### config.mk
export PLATFORM = sky130hd
export DESIGN_NAME = f_event_monitor
export DESIGN_NICKNAME = d
export VERILOG_FILES = /design/src/rtl/f_event_pkg.sv /design/src/rtl/evt_fifo.sv /design/src/rtl/f_event_monitor.sv
export SDC_FILE = /design/constraint.sdc
export NUM_CORES = 1
export LEC_CHECK = 0
export CORE_UTILIZATION = 48
export CTS_BUF_LIST = sky130_fd_sc_hd__clkbuf_16
export DETAILED_ROUTE_END_ITERATION = 8
export PLACE_DENSITY_LB_ADDON = 0.2
export SYNTH_ARGS = -nofsm -noshare
export SYNTH_HDL_FRONTEND = slang
export SYNTH_SLANG_ARGS = --single-unit
### constraint.sdc
create_clock -name CLK -period 2 [get_ports CLK]
set_clock_uncertainty 0.1 [all_clocks]
set_input_delay 0.2 -clock CLK [delete_from_list [all_inputs] [get_ports CLK]]
set_output_delay 0.2 -clock CLK [all_outputs]
set_load 0.05 [all_outputs]
### src/rtl/f_event_pkg.sv
// f_event_pkg: shared widths, FIFO depth and FSM state type for the event monitor
package f_event_pkg;
    localparam int CNT_W = 8;
    localparam int S_W = 3;
    localparam int FIFO_DEPTH = 4;
    localparam logic [CNT_W-1:0] CNT_MAX = {CNT_W{1'b1}};
    typedef enum logic {IDLE, TRACK} state_t;
endpackage

### src/rtl/evt_fifo.sv
// evt_fifo: small first-word-fall-through FIFO; push while full is accepted only alongside a pop
module evt_fifo #(
    parameter int W = 3,
    parameter int DEPTH = 4
) (
    input  logic         clk,
    input  logic         rst,
    input  logic         push,
    input  logic [W-1:0] din,
    input  logic         pop,
    output logic [W-1:0] dout,
    output logic         empty,
    output logic         full
);
    localparam int PTR_W = $clog2(DEPTH);
    logic [W-1:0] mem [DEPTH];
    logic [PTR_W:0] wp, rp;
    logic do_push, do_pop;
    assign empty = wp == rp;
    assign full = (wp[PTR_W] != rp[PTR_W]) && (wp[PTR_W-1:0] == rp[PTR_W-1:0]);
    assign do_pop = pop & ~empty;
    assign do_push = push & (~full | do_pop);
    assign dout = empty ? '0 : mem[rp[PTR_W-1:0]];
    // storage needs no reset; validity is tracked by the pointers
    always_ff @(posedge clk) begin
        if (do_push) mem[wp[PTR_W-1:0]] <= din;
    end
    // pointers carry an extra wrap bit to tell full from empty
    always_ff @(posedge clk) begin
        if (rst) begin
            wp <= '0;
            rp <= '0;
        end else begin
            if (do_push) wp <= wp + 1'b1;
            if (do_pop) rp <= rp + 1'b1;
        end
    end
endmodule

### src/rtl/f_event_monitor.sv
// f_event_monitor: passive observer of F rising edges (count, captured S, gap); optional capture FIFO under EVT_FIFO_EN
module f_event_monitor
    import f_event_pkg::*;
(
    input  logic           CLK,
    input  logic           RESET,
    input  logic           F,
    input  logic [S_W-1:0] S,
    input  logic           CLR,
    input  logic           RD,
    output logic           EVT,
    output logic [CNT_W-1:0] COUNT,
    output logic [S_W-1:0] LAST_S,
    output logic [CNT_W-1:0] GAP,
    output logic           OVF,
    output logic [S_W-1:0] DOUT,
    output logic           EMPTY,
    output logic           FULL
);
    state_t st;
    logic f_q, ev;
    logic [CNT_W-1:0] gap_cnt;
    assign ev = F & ~f_q;
    // edge history; only RESET clears it so CLR cannot fabricate an edge
    always_ff @(posedge CLK) begin
        if (RESET) f_q <= 1'b0;
        else f_q <= F;
    end
    // statistics and IDLE/TRACK tracking; CLR discards a coincident event
    always_ff @(posedge CLK) begin
        if (RESET || CLR) begin
            st <= IDLE;
            EVT <= 1'b0;
            COUNT <= '0;
            LAST_S <= '0;
            GAP <= '0;
            OVF <= 1'b0;
            gap_cnt <= '0;
        end else begin
            EVT <= ev;
            if (ev) begin
                COUNT <= (COUNT == CNT_MAX) ? COUNT : COUNT + 1'b1;
                OVF <= OVF | (COUNT == CNT_MAX);
                LAST_S <= S;
                st <= TRACK;
                gap_cnt <= CNT_W'(1);
                if (st == TRACK) GAP <= gap_cnt;
            end else if (st == TRACK && gap_cnt != CNT_MAX) begin
                gap_cnt <= gap_cnt + 1'b1;
            end
        end
    end
`ifdef EVT_FIFO_EN
    evt_fifo #(.W(S_W), .DEPTH(FIFO_DEPTH)) u_fifo (
        .clk(CLK),
        .rst(RESET | CLR),
        .push(ev),
        .din(S),
        .pop(RD),
        .dout(DOUT),
        .empty(EMPTY),
        .full(FULL)
    );
`else
    logic unused_rd;
    assign unused_rd = RD;
    assign DOUT = '0;
    assign EMPTY = 1'b1;
    assign FULL = 1'b0;
`endif
endmodule

==> summary.txt <==
worst reg2reg path startpoint = gap_cnt[0]$_SDFFE_PP0P_
gr ovfl total = 0
minimum clock period = 1862 ps
drc violations = 0
maximum VDD drop = 0.0008276 V
Slew @ Worst Pin = 510.3 ps
fillcell total = 238
Final Net Count = 204
vias in the first global route = 1221
CP Capture Type = primary output
H-tree depth = 2
pre-CTS setup slack = 326.3 ps
Die ar. = 0.003210 mm^2
Pwr per Cell Area = 778.9 mW/mm^2
CTS Sinks = 31
setup bufs post-CTS = 0
GRT Util Overall = 21.81%
starting density of the core = 51.55%
Slowest-stage cell, CP = clkdlybuf4s50_1
WL per Instance = 14.01 um
Yosys cell types = 33
die width = 56.66 um
number of routed nets with antenna violations = 0
clock root cell = clkbuf_16
Max FO, Critical Path = 8
sequential area share after synthesis = 43.28%
Clock Latency Late Sink = 270 ps
largest net degree at the start of global routing = 19
die height = 56.66 um
core footprint = 0.002781 mm^2
R2R setup slack = 330 ps
Worst EP arrival = 1560 ps
Reg clk slew, reported paths = 50 ps
CTS tree = done
HP Class = flip-flop to flip-flop
cells on worst reg2reg path = 4
total I/O pin count = 34
WP buf/inv = 1
Port Buf Inserts = 27
mean area per synthesized cell = 8.638 um^2
status = finished, final reports clean
antenna violations before repair = 0
Setup TNS = 0 ps
Yosys warning count = 0
fin worst setup slack = 138.4 ps
total CTS buffers = 5
global-route wire length before repair = 5471 um
delay-heaviest family, CP = buffers and inverters
Mapped Cells = 166
Fmax achieved = 0.5372 GHz
fin crit share = 93.08%
post_cts resized = 0
maxcap violations = 0
Setup Crit Path Kind = flip-flop to primary output
worst-path cell chain = clkdlybuf4s50_1
number of cell rows = 19
Lkg Pwr = 0.6953 nW
vias per cell = 5.884
Hold Violations, Final = 0
drt pass-1 iters = 6
share of cells above drive strength 1 = 5.670%
via count = 1324
worst r2r dst = gap_cnt[1]$_SDFFE_PP0P_
Mapped Area = 0.001434 mm^2
hold depth = 2
headroom to the max-slew limit = 65.88%
ant diodes = 0
#FFs+latches synth = 31
DP HPWL = 2168 um
Critical Path Max Stage Delay = 850 ps
Worst Path Required = 1700 ps
Final Max Tran Viols = 0
Area Growth Syn to Fin = 28.27%
count of endpoints failing setup in the final report = 0
hold path start = LAST_S[2]$_SDFFE_PP0P_
CTS hold repair buffers = 0
Placer Congestion = 0.8134
DRT iter0 DRCs = 53
Hold Path Sink = LAST_S[2]$_SDFFE_PP0P_
kind of start point of the critical path = flip-flop
Longest Clk Path Bufs = 2
unrepaired setup endpoints after global routing = false
drt total wl = 3152 um
## worst max-delay path by stage
stage	start	endpoint	slack, ps	cells after the start
floorplan	COUNT[0]$_SDFFE_PP0P_	COUNT[3]$_SDFFE_PP0P_	310	4
global placement	F	gap_cnt[3]$_SDFFE_PP0P_	380	5
detailed placement	F	gap_cnt[5]$_SDFFE_PP0P_	330	5
CTS	COUNT[5]$_SDFFE_PP0P_	COUNT[5]	130	1
global route	COUNT[5]$_SDFFE_PP0P_	COUNT[5]	80	1
finish	COUNT[5]$_SDFFE_PP0P_	COUNT[5]	140	1
## cell usage after synthesis
library cell	count	area (um^2)
dfxtp_1	31	620.6
nand2_1	15	56.30
mux2i_1	14	140.1
nor2_1	13	48.80
nand3_1	11	55.05
a21oi_1	10	50.05
a211oi_1	7	52.55
buf_2	6	30.03
nor3_1	6	30.03
buf_4	5	37.54
inv_1	5	18.77
nand4_1	5	31.28
nor4_1	4	25.02
o21ai_0	4	20.02
a31oi_1	3	18.77
and4_1	3	26.28
or3_1	3	18.77
and3_1	2	12.51
clkbuf_1	2	7.510
conb_1	2	7.510
ha_1	2	25.02
nor2b_1	2	12.51
a41oi_1	1	8.760
and2_1	1	6.260
and3b_1	1	8.760
and4b_1	1	10.01
buf_6	1	11.26
nand2b_1	1	6.260
nand3b_1	1	7.510
nand4b_1	1	8.760
nor3b_1	1	7.510
o31ai_1	1	7.510
or2_1	1	6.260
## final cells by class
type                            instances  area, um^2  area share (%)
Clock buffer                            5       125.1           6.803
Clock inverter                          2       8.758          0.4762
Inverter                                5       18.77           1.020
Multi-Input combinational cell        119       719.4           39.12
Sequential cell                        31       620.6           33.74
Tap cell                               31       38.79           2.109
Timing Repair Buffer                   32       307.8           16.73
## power by group
group          total (W)  switching (W)  internal [W]  leakage, nW
Clock           0.000693       0.000248      0.000445       0.0671
Sequential      0.000636      0.0000100      0.000626        0.251
Combinational   0.000104      0.0000678     0.0000357        0.378
Total            0.00143       0.000326       0.00111        0.695
## layout by cell type, fill, tap and decap left out, types with 2 or more instances in the layout
master	Yosys	final
ha_1	2	2
nand4_1	5	5
inv_1	5	5
clkdlybuf4s50_1	0	27
buf_4	5	5
dfxtp_1	31	31
clkbuf_16	0	5
a211oi_1	7	7
o21ai_0	4	4
a31oi_1	3	3
nor3_1	6	6
nor4_1	4	4
or3_1	3	3
and3_1	2	2
nor2b_1	2	2
conb_1	2	5
nand2_1	15	15
and4_1	3	3
a21oi_1	10	10
nand3_1	11	11
nor2_1	13	13
mux2i_1	14	14
## sequential cells by signal, indices dropped and copies added (netlist names)
register and count:
OVF 1, gap_cnt 8, st 1, LAST_S 3, COUNT 8, GAP 8
EVT 1, f_q 1
## per-stage QoR
| stage | cell area [um^2] | total power [W] | hold WS [ps] | std cells | util, % |
|---|---|---|---|---|---|
| 6_report | 1839 | 0.001433 | 354.9 | 225 | 66.13 |
| 5_1_grt | 1839 | 0.001479 | 396.9 | 225 | 66.13 |
| 4_1_cts | 1839 | 0.001441 | 357.4 | 225 | 66.13 |
| 3_5_place_dp | 1705 | 0.0007509 | 350.7 | 218 | 61.31 |
| 3_3_place_gp | 1705 | 0.0007479 | 341.3 | 218 | 61.31 |
| 2_1_floorplan | 1445 | 0.0007245 | 171.6 | 169 | - |
## logic make-up after synthesis
family	share of synthesized area (%)
fa+ha+maj	1.745
simple gates	26.35
mux	9.773
other cells	0.5238
compound gates	11.00
flops	43.28
buf+inv	7.330
## per-layer routing
metal	vias to the layer above	GRT usage [%]	share of wire [%]
li1	643	-	-
met1	617	28.59	45
met2	58	33.28	46
met3	6	6.452	7.1
met4	0	9.059	1.5
met5	-	0	0
(Power assumes the default switching activity.)
